**config.mk**
```make
export PLATFORM = sky130hd
export DESIGN_NAME = usb_pkt_rx
export DESIGN_NICKNAME = d
export VERILOG_FILES = /design/src/rtl/usb_pkt_rx.sv
export SDC_FILE = /design/constraint.sdc
export NUM_CORES = 1
export LEC_CHECK = 0
export ABC_CLOCK_PERIOD_IN_PS = 2900
export BUFFER_PORTS_ARGS = -buffer_cell sky130_fd_sc_hd__buf_2
export CELL_PAD_IN_SITES_DETAIL_PLACEMENT = 0
export CELL_PAD_IN_SITES_GLOBAL_PLACEMENT = 1
export CORE_ASPECT_RATIO = 1.25
export CORE_MARGIN = 4
export CORE_UTILIZATION = 43
export CTS_CLUSTER_SIZE = 10
export DETAILED_ROUTE_END_ITERATION = 8
export GPL_TIMING_DRIVEN = 0
export PLACE_DENSITY = 0.78
export RECOVER_POWER = 25
export SYNTH_ARGS = -nofsm -noshare
export SYNTH_HDL_FRONTEND = slang
export SYNTH_SLANG_ARGS = --single-unit
```
**constraint.sdc**
```tcl
create_clock -name clk -period 2.9 [get_ports clk]
set_clock_uncertainty 0.1 [all_clocks]
set_input_delay 0 -clock clk [delete_from_list [all_inputs] [get_ports clk]]
set_output_delay 0 -clock clk [all_outputs]
set_load 0.01 [all_outputs]
```
**src/rtl/usb_pkt_rx.sv**
```systemverilog
// USB packet-layer receiver: decodes PID, token, data and handshake packets from usb_rx byte strobes.
// Build option: define USB_PKT_CRC_CHECK_EN to include the CRC5/CRC16 checkers (otherwise crc_err stays 0).
module usb_pkt_rx #(
    parameter int MAX_DATA = 8
) (
    input  logic        clk,
    input  logic        rst,
    input  logic        active,
    input  logic        valid,
    input  logic        error,
    input  logic [7:0]  data,
    output logic [3:0]  pid,
    output logic [6:0]  addr,
    output logic [3:0]  endp,
    output logic [10:0] frame,
    output logic [7:0]  data_out,
    output logic        data_valid,
    output logic        pkt_end,
    output logic        pkt_ok,
    output logic        pid_err,
    output logic        crc_err,
    output logic        len_err,
    output logic        rx_err,
    output logic [2:0]  state_dbg
);

    localparam logic [2:0] ST_IDLE  = 3'd0;
    localparam logic [2:0] ST_PID   = 3'd1;
    localparam logic [2:0] ST_TOKEN = 3'd2;
    localparam logic [2:0] ST_DATA  = 3'd3;
    localparam logic [2:0] ST_HSK   = 3'd4;
    localparam logic [2:0] ST_DRAIN = 3'd5;
    localparam logic [2:0] ST_END   = 3'd6;

    localparam int CW = $clog2(MAX_DATA + 4);
    localparam logic [CW-1:0] ONE      = CW'(1);
    localparam logic [CW-1:0] TWO      = CW'(2);
    // Largest byte count after the PID: MAX_DATA payload bytes plus two CRC bytes.
    localparam logic [CW-1:0] DATA_LIM = CW'(MAX_DATA + 2);

    // Valid/ready: the upstream usb_rx has no back-pressure; a byte is taken on every clk where valid=1,
    // and data_valid is a one-cycle strobe with no ready, so the consumer must take data_out that cycle.

    logic [2:0]    state_q, state_d;
    logic [CW-1:0] cnt_q, cnt_d;
    logic [7:0]    b1_q, b1_d;
    logic [7:0]    buf0_q, buf0_d;
    logic [7:0]    buf1_q, buf1_d;
    logic          silent_q, silent_d;
    logic [3:0]    pid_q, pid_d;
    logic [6:0]    addr_q, addr_d;
    logic [3:0]    endp_q, endp_d;
    logic [10:0]   frame_q, frame_d;
    logic [7:0]    dout_q, dout_d;
    logic          dvalid_q, dvalid_d;
    logic          pkt_end_q, pkt_end_d;
    logic          pkt_ok_q, pkt_ok_d;
    logic          pid_err_q, pid_err_d;
    logic          len_err_q, len_err_d;
    logic          rx_err_q, rx_err_d;
    logic          crc_flag_d;
    logic          take_pid;

`ifdef USB_PKT_CRC_CHECK_EN
    localparam logic [4:0]  CRC5_RES  = 5'b01100;
    localparam logic [15:0] CRC16_RES = 16'h800D;

    logic [4:0]  crc5_q, crc5_d;
    logic [15:0] crc16_q, crc16_d;
    logic        crc_err_q, crc_err_d;

    function automatic logic [4:0] crc5_byte(input logic [4:0] c, input logic [7:0] b);
        logic [4:0] r;
        r = c;
        for (int i = 0; i < 8; i++) begin
            if (b[i] ^ r[4]) r = {r[3:0], 1'b0} ^ 5'h05;
            else             r = {r[3:0], 1'b0};
        end
        return r;
    endfunction

    function automatic logic [15:0] crc16_byte(input logic [15:0] c, input logic [7:0] b);
        logic [15:0] r;
        r = c;
        for (int i = 0; i < 8; i++) begin
            if (b[i] ^ r[15]) r = {r[14:0], 1'b0} ^ 16'h8005;
            else              r = {r[14:0], 1'b0};
        end
        return r;
    endfunction
`endif

    always_comb begin
        state_d   = state_q;
        cnt_d     = cnt_q;
        b1_d      = b1_q;
        buf0_d    = buf0_q;
        buf1_d    = buf1_q;
        silent_d  = silent_q;
        pid_d     = pid_q;
        addr_d    = addr_q;
        endp_d    = endp_q;
        frame_d   = frame_q;
        dout_d    = dout_q;
        dvalid_d  = 1'b0;
        pkt_ok_d  = pkt_ok_q;
        pid_err_d = pid_err_q;
        len_err_d = len_err_q;
        rx_err_d  = rx_err_q;
        take_pid  = 1'b0;
`ifdef USB_PKT_CRC_CHECK_EN
        crc5_d    = crc5_q;
        crc16_d   = crc16_q;
        crc_err_d = crc_err_q;
`endif

        case (state_q)
            ST_IDLE: begin
                // After reset a packet already in flight is swallowed without reporting it.
                if (silent_q) begin
                    if (active) state_d = ST_DRAIN;
                    else        silent_d = 1'b0;
                end else if (active) begin
                    state_d   = ST_PID;
                    cnt_d     = '0;
                    pkt_ok_d  = 1'b0;
                    pid_err_d = 1'b0;
                    len_err_d = 1'b0;
                    rx_err_d  = 1'b0;
`ifdef USB_PKT_CRC_CHECK_EN
                    crc_err_d = 1'b0;
                    crc5_d    = 5'h1F;
                    crc16_d   = 16'hFFFF;
`endif
                    take_pid  = valid;
                end
            end
            ST_PID: begin
                if (error) begin
                    rx_err_d = 1'b1;
                    state_d  = active ? ST_DRAIN : ST_END;
                end else if (!active) begin
                    len_err_d = 1'b1;
                    state_d   = ST_END;
                end else begin
                    take_pid = valid;
                end
            end
            ST_TOKEN: begin
                if (error) begin
                    rx_err_d = 1'b1;
                    state_d  = active ? ST_DRAIN : ST_END;
                end else if (!active) begin
                    if (cnt_q != TWO) len_err_d = 1'b1;
`ifdef USB_PKT_CRC_CHECK_EN
                    else if (crc5_q != CRC5_RES) crc_err_d = 1'b1;
`endif
                    state_d = ST_END;
                end else if (valid) begin
                    if (cnt_q == TWO) begin
                        len_err_d = 1'b1;
                        state_d   = ST_DRAIN;
                    end else begin
                        cnt_d = cnt_q + ONE;
`ifdef USB_PKT_CRC_CHECK_EN
                        crc5_d = crc5_byte(crc5_q, data);
`endif
                        if (cnt_q == '0) begin
                            b1_d = data;
                        end else begin
                            addr_d  = b1_q[6:0];
                            endp_d  = {data[2:0], b1_q[7]};
                            frame_d = {data[2:0], b1_q};
                        end
                    end
                end
            end
            ST_DATA: begin
                if (error) begin
                    rx_err_d = 1'b1;
                    state_d  = active ? ST_DRAIN : ST_END;
                end else if (!active) begin
                    if (cnt_q < TWO) len_err_d = 1'b1;
`ifdef USB_PKT_CRC_CHECK_EN
                    else if (crc16_q != CRC16_RES) crc_err_d = 1'b1;
`endif
                    state_d = ST_END;
                end else if (valid) begin
                    if (cnt_q == DATA_LIM) begin
                        len_err_d = 1'b1;
                        state_d   = ST_DRAIN;
                    end else begin
                        // Two-byte delay line: the final two bytes (CRC16) never leave it.
                        cnt_d  = cnt_q + ONE;
                        buf0_d = buf1_q;
                        buf1_d = data;
                        if (cnt_q >= TWO) begin
                            dout_d   = buf0_q;
                            dvalid_d = 1'b1;
                        end
`ifdef USB_PKT_CRC_CHECK_EN
                        crc16_d = crc16_byte(crc16_q, data);
`endif
                    end
                end
            end
            ST_HSK: begin
                if (error) begin
                    rx_err_d = 1'b1;
                    state_d  = active ? ST_DRAIN : ST_END;
                end else if (!active) begin
                    state_d = ST_END;
                end else if (valid) begin
                    len_err_d = 1'b1;
                    state_d   = ST_DRAIN;
                end
            end
            ST_DRAIN: begin
                if (error && !silent_q) rx_err_d = 1'b1;
                if (!active) begin
                    state_d  = silent_q ? ST_IDLE : ST_END;
                    silent_d = 1'b0;
                end
            end
            ST_END:  state_d = ST_IDLE;
            default: state_d = ST_IDLE;
        endcase

        if (take_pid) begin
            if (data[3:0] == ~data[7:4]) begin
                pid_d = data[3:0];
                case (data[1:0])
                    2'b01:   state_d = ST_TOKEN;
                    2'b11:   state_d = ST_DATA;
                    2'b10:   state_d = ST_HSK;
                    default: begin
                        pid_err_d = 1'b1;
                        state_d   = ST_DRAIN;
                    end
                endcase
            end else begin
                pid_err_d = 1'b1;
                state_d   = ST_DRAIN;
            end
        end

`ifdef USB_PKT_CRC_CHECK_EN
        crc_flag_d = crc_err_d;
`else
        crc_flag_d = 1'b0;
`endif
        pkt_end_d = (state_d == ST_END);
        if (state_d == ST_END) pkt_ok_d = ~(pid_err_d | crc_flag_d | len_err_d | rx_err_d);
    end

    always_ff @(posedge clk or posedge rst) begin
        if (rst) begin
            state_q   <= ST_IDLE;
            cnt_q     <= '0;
            b1_q      <= '0;
            buf0_q    <= '0;
            buf1_q    <= '0;
            silent_q  <= 1'b1;
            pid_q     <= '0;
            addr_q    <= '0;
            endp_q    <= '0;
            frame_q   <= '0;
            dout_q    <= '0;
            dvalid_q  <= 1'b0;
            pkt_end_q <= 1'b0;
            pkt_ok_q  <= 1'b0;
            pid_err_q <= 1'b0;
            len_err_q <= 1'b0;
            rx_err_q  <= 1'b0;
        end else begin
            state_q   <= state_d;
            cnt_q     <= cnt_d;
            b1_q      <= b1_d;
            buf0_q    <= buf0_d;
            buf1_q    <= buf1_d;
            silent_q  <= silent_d;
            pid_q     <= pid_d;
            addr_q    <= addr_d;
            endp_q    <= endp_d;
            frame_q   <= frame_d;
            dout_q    <= dout_d;
            dvalid_q  <= dvalid_d;
            pkt_end_q <= pkt_end_d;
            pkt_ok_q  <= pkt_ok_d;
            pid_err_q <= pid_err_d;
            len_err_q <= len_err_d;
            rx_err_q  <= rx_err_d;
        end
    end

`ifdef USB_PKT_CRC_CHECK_EN
    always_ff @(posedge clk or posedge rst) begin
        if (rst) begin
            crc5_q    <= 5'h1F;
            crc16_q   <= 16'hFFFF;
            crc_err_q <= 1'b0;
        end else begin
            crc5_q    <= crc5_d;
            crc16_q   <= crc16_d;
            crc_err_q <= crc_err_d;
        end
    end
    assign crc_err = crc_err_q;
`else
    assign crc_err = 1'b0;
`endif

    assign pid        = pid_q;
    assign addr       = addr_q;
    assign endp       = endp_q;
    assign frame      = frame_q;
    assign data_out   = dout_q;
    assign data_valid = dvalid_q;
    assign pkt_end    = pkt_end_q;
    assign pkt_ok     = pkt_ok_q;
    assign pid_err    = pid_err_q;
    assign len_err    = len_err_q;
    assign rx_err     = rx_err_q;
    assign state_dbg  = state_q;

endmodule

```
# After elaboration in Yosys (flattened, before gate mapping)
# Cells that the tools add are included.
classes:
  muxes: 81
  n_addsub: 1
  reduce_logical: 18
  eq_ne: 25
  n_lt_le_gt_ge: 2
  bitwise_logic: 8
ops:
  columns: ["op", "count"]
  rows:
  - ["2-to-1 mux 3 bit", 20]
  - ["2-to-1 mux 1 bit", 43]
  - ["2-to-1 mux 4 bit", 10]
  - ["!= test 2 bit (second input constant)", 11]
  - ["case mux 3 bit (6 select lines)", 1]
  - ["AND reduction 6 bit", 3]
  - ["case mux 4 bit (3 select lines)", 1]
  - ["AND reduction 11 bit", 1]
  - ["== test 3 bit (second input constant)", 3]
  - ["case mux 3 bit (3 select lines)", 1]
  - ["== test 3 x 2 -> 1 bit (second input constant)", 2]
  - ["nonzero test 2 bit", 3]
  - ["inverter 1 bit", 5]
  - ["case mux 1 bit (5 select lines)", 1]
  - ["AND reduction 5 bit", 1]
  - ["adder 4 x 1 -> 4 bit (second input constant)", 1]
  - ["== test 2 bit (second input constant)", 2]
  - ["== test 4 x 2 -> 1 bit (second input constant)", 1]
  - ["== test 4 bit", 1]
  - ["== test 4 bit (second input constant)", 1]
  - [">= comparator 4 x 2 -> 1 bit (second input constant)", 1]
  - ["zero test 4 bit", 1]
  - ["less-than comparator 4 x 2 -> 1 bit (second input constant)", 1]
  - ["!= test 4 x 2 -> 1 bit (second input constant)", 1]
  - ["other kinds (16)", 19]
totals:
  ff_bits: 72
  output_inout_bits: 44

# Longest topological paths before layout
logic_depth:
  word_depth: 10
  depth_mapped: 9
  depth_no_buf: 8

# Worst setup path before layout
# No wires, ideal clock.
synth_timing:
  kind: "register to register"
  from: "reg cnt_q[0]"
  to: "reg cnt_q[3]"
  path_slack_ns: 0.722
  synth_period_minus_slack_ns: 2.178
  n_path_buf: 1
  t_required_ns: 2.721
  stages_incl_launch_ff: 10
  setup_ns: 0.079
  arrival_time_ns: 1.999
  path_cell_list: "dfrtp_1 inv_1 ha_1 or3b_2 a21oi_1 o22ai_1 and4b_1 clkbuf_1 nand4_1 mux2i_1"
synth_between:
  elab_chain_len: 6
  elab_cells_between_ends: 15
synth_lines:
  columns: ["element", "line_no", "text"]
  rows:
  - ["start, declared", "45", "logic [CW-1:0] cnt_q, cnt_d;"]
  - ["start signal, assigned", "277", "cnt_q <= cnt_d;"]
  - ["adder 4 x 1 -> 4 bit", "164, 194", null]
  - ["2-to-1 mux 4 bit (on tied branches)", "189, 160", null]
  - ["2-to-1 mux 4 bit (on tied branches)", "188, 159", null]
  - ["2-to-1 mux 4 bit (on tied branches)", "182, 153", null]
  - ["2-to-1 mux 4 bit (on tied branches)", "179, 150", null]
  - ["case mux 4 bit (3 select lines)", "117", "case (state_q)"]
# Parallel ways exist; a longest one is shown, timed or not. The select of a mux whose other input is x is not followed.
# A chain may end at the register's enable or synchronous reset.

# Worst setup path in the final report
layout_timing:
  from: "reg cnt_q[0]"
  to: "reg dout_q[1] (netlist: data_out[1])"
layout_between:
  elab_chain_len: 3
  elab_cells_between_ends: 4
layout_lines:
  columns: ["element", "line_no", "text"]
  rows:
  - ["parallel branches: the longest is 2 deep, another holds >= comparator 4 x 2 -> 1 bit", null, null]
  - ["AND reduction 6 bit (no source line) *", null, null]
  - ["end signal, assigned", "286", "dout_q <= dout_d;"]
  - ["end, declared", "54", "logic [7:0] dout_q, dout_d;"]
# Every way passes the cells marked *.

==> summary.txt <==
Run status
  • Status: completed

Yosys
  • Top cells by area, synth: dfrtp_1, mux2_2, buf_4
  • Syn_area_per_cell: 12.0 um^2
  • Synth warn: 0
  • Post-synthesis cell count: 245
  • EDFF count, synth: 0
  • Synth area leader: dfrtp_1
  • Async SR Flop Fraction: 100%
  • Synthesized flop and latch total: 61
  • Post-synthesis sequential area ratio: 52.2%
  • Library cells used by synthesis: 42
  • Top cell type's share of synthesized area: 51.3%
  • Synth Flop Type: dfrtp_1
  • Synthesized cell area: 0.00293 mm^2
  • Syn nets: 265

Routing
  • DR pass1 iterations: 4
  • Post-DRT Antenna Nets: 0
  • Vias/cell: 5.04
  • WL/cell: 14.6 um
  • Vias: 2087
  • Final wirelength: 6.03 mm
  • Drc violations: 0
  • DR iter-0 viols: 67

Pwr
  • P_int: 1.98 mW
  • Clock power frac: 28.3%
  • Switching Share: 33.2%
  • Sequential power share: 40.9%
  • Combinational cell fraction of total power: 30.8%
  • PD cells: 815 mW/mm^2
  • P_sw: 0.986 mW
  • Maximum VDD drop: 0.000470 V
  • Leak: 1.83 nW
  • Overall power: 2.97 mW

Final layout
  • Synthesis-to-finish area growth: 24.3%
  • Core Util, Final: 55.1%
  • Fraction of layout cells with a size suffix above 1: 37.9%
  • Post-Layout Cell Count: 414
  • Nets: 342
  • Design Area, Final: 0.00364 mm^2
  • Commonest non-fill, non-tap cell in the layout: dfrtp_1
  • Number of diodes: 0
  • # fillers: 600
  • Most frequent cells in the layout: dfrtp_1, buf_2, mux2_2, clkbuf_1, nand2_1

Timing
  • Relative slew slack: 27.9%
  • WHS: 31.0 ps
  • Unrepaired setup endpoints after global routing: no
  • Worst Tran Pin Value: 1080 ps
  • Post-Route Setup TNS: 0 ps
  • Fin. Hold Viols: 0
  • Final Setup Violations: 0
  • Maximum clock rate: 389 MHz
  • Post-route setup slack: 330 ps
  • Period utilization: 88.6%
  • Slew Limit Fails: 0
  • Min cycle time layout: 2570 ps

Global routing
  • Initial antenna violation count: 0
  • Vias in the first global route: 2038
  • Tot GR Track Use: 16.4%
  • GR Overflow Total: 0
  • First-pass GRT wire length: 10.2 mm
  • Largest net degree at the start of global routing: 36

Critical path
  • WP data arrival: 2690 ps
  • Worst EP required: 3020 ps
  • CP Capture Type: register
  • CP max FO: 9
  • Setup crit start kind: register
  • Setup CP Type: reg2reg

Floorplanning
  • # IOs: 57
  • Die height: 100 um
  • Die ar.: 0.00820 mm^2
  • Number of cell rows: 33
  • Starting Density: 44.3%
  • Core box area: 0.00661 mm^2
  • Die Width: 81.8 um

Run
  • Max-capacitance violation count: 0

Placed design
  • Placer Congestion: 0.789
  • Buffers on Ports: 54
  • Placed cells: 387
  • Pre-CTS setup slack: 316 ps
  • Placed cell areas: 0.00333 mm^2
  • Post-DP HPWL: 4.47 mm

Clock network
  • CTS H-tree lvls: 3
  • Setup Buffers After CTS: 0
  • Post-CTS resize count: 0
  • Hold Buf Count CTS: 11
  • CTS tree: done
  • Clock sinks: 61
  • Max Root-Sink Buffers: 2
  • Root Buffer: clkbuf_8
  • Clk slew on worst S/H paths: 70 ps
  • Worst-Skew Late Latency: 340 ps
  • CTS Buf Count: 9

Min path
  • Tightest Hold Check Type: in2reg
==> area by class of cell <==
| type | instances | area, um^2 | area share [%] |
|---|---|---|---|
| Buffer | 24 | 144 | 3.95 |
| Clock buffer | 9 | 124 | 3.40 |
| Clock inverter | 7 | 97.6 | 2.68 |
| Inverter | 9 | 33.8 | 0.928 |
| Multi-Input combinational cell | 151 | 1220 | 33.6 |
| Sequential cell | 61 | 1530 | 42.0 |
| Tap cell | 87 | 109 | 2.99 |
| Timing Repair Buffer | 66 | 382 | 10.5 |
==> path summary, 6_finish.rpt <==
| kind | startpoint | end | slack, ps | cells past startpoint |
|---|---|---|---|---|
| setup / recovery | cnt_q[0]$_DFFE_PP0P_ | data_out[1]$_DFFE_PP0P_ | 330 | 7 |
| hold / removal | active | silent_q$_DFFE_PP1P_ | 30 | 3 |
| setup reg to reg | cnt_q[0]$_DFFE_PP0P_ | data_out[1]$_DFFE_PP0P_ | 330 | 7 |
| hold reg to reg | b1_q[1]$_DFFE_PP0P_ | b1_q[1]$_DFFE_PP0P_ | 390 | 2 |
| max in group asynchronous | rst | endp[2]$_DFFE_PP0P_ | 1590 | 4 |
| min in group asynchronous | rst | cnt_q[3]$_DFFE_PP0P_ | 370 | 3 |
==> registers in the layout, summed over array words and instances (netlist names), 3 cells and up <==
name and flops:
buf1_q 8, pid 4, data_out 8, addr 6, state_dbg 3, cnt_q 4, buf0_q 8, b1_q 8
endp 4
==> power groups by stage <==
stage	clock network, mW	registers [mW]	logic, mW
6_report	0.839	1.22	0.914
4_1_cts	0.863	1.22	0.930
2_1_floorplan	0	1.24	0.615
3_5_place_dp	0	1.23	0.915
5_1_grt	0.901	1.26	1.01
3_3_place_gp	0	1.22	0.894
==> metal layers <==
layer	global-route usage, %	wire length [um]	share of wire (%)	vias up
met2	25.1	3010	50	46
li1	-	-	-	1007
met4	7.03	123	2.0	0
met3	4.49	260	4.3	13
met1	21.8	2630	44	1021
met5	0	0	0	-
==> worst max-delay path, cell delays in order, from the launching register on <==
cell and delay [ps]:
dfrtp_1 400, inv_1 90, ha_1 280, nand2_1 90
nor2_1 70, nor4b_4 580, a21boi_4 450, mux2_2 390
==> kinds of logic after synthesis <==
| group | count (synthesis) | synth area share, % |
|---|---|---|
| compound gates | 33 | 7.74 |
| mux | 46 | 17.6 |
| buf+inv | 33 | 6.07 |
| simple gates | 58 | 11.5 |
| flops | 61 | 52.2 |
| fa+ha+maj | 7 | 2.99 |
| other cells | 1 | 0.128 |
| xor+xnor | 6 | 1.79 |
==> cells in the mapped netlist (all sizes together), types with 3 or more instances <==
library cell and number:
nand2 14, nor3b 3, o21ai 11, nor2b 4
xor2 6, ha 7, nand4 4, mux2 44
inv 9, buf 19, nor2 10, dfrtp 60
clkbuf 5, nor3 6, a21oi 7, nand2b 3
No activity file was read; power rests on OpenSTA's default activity.
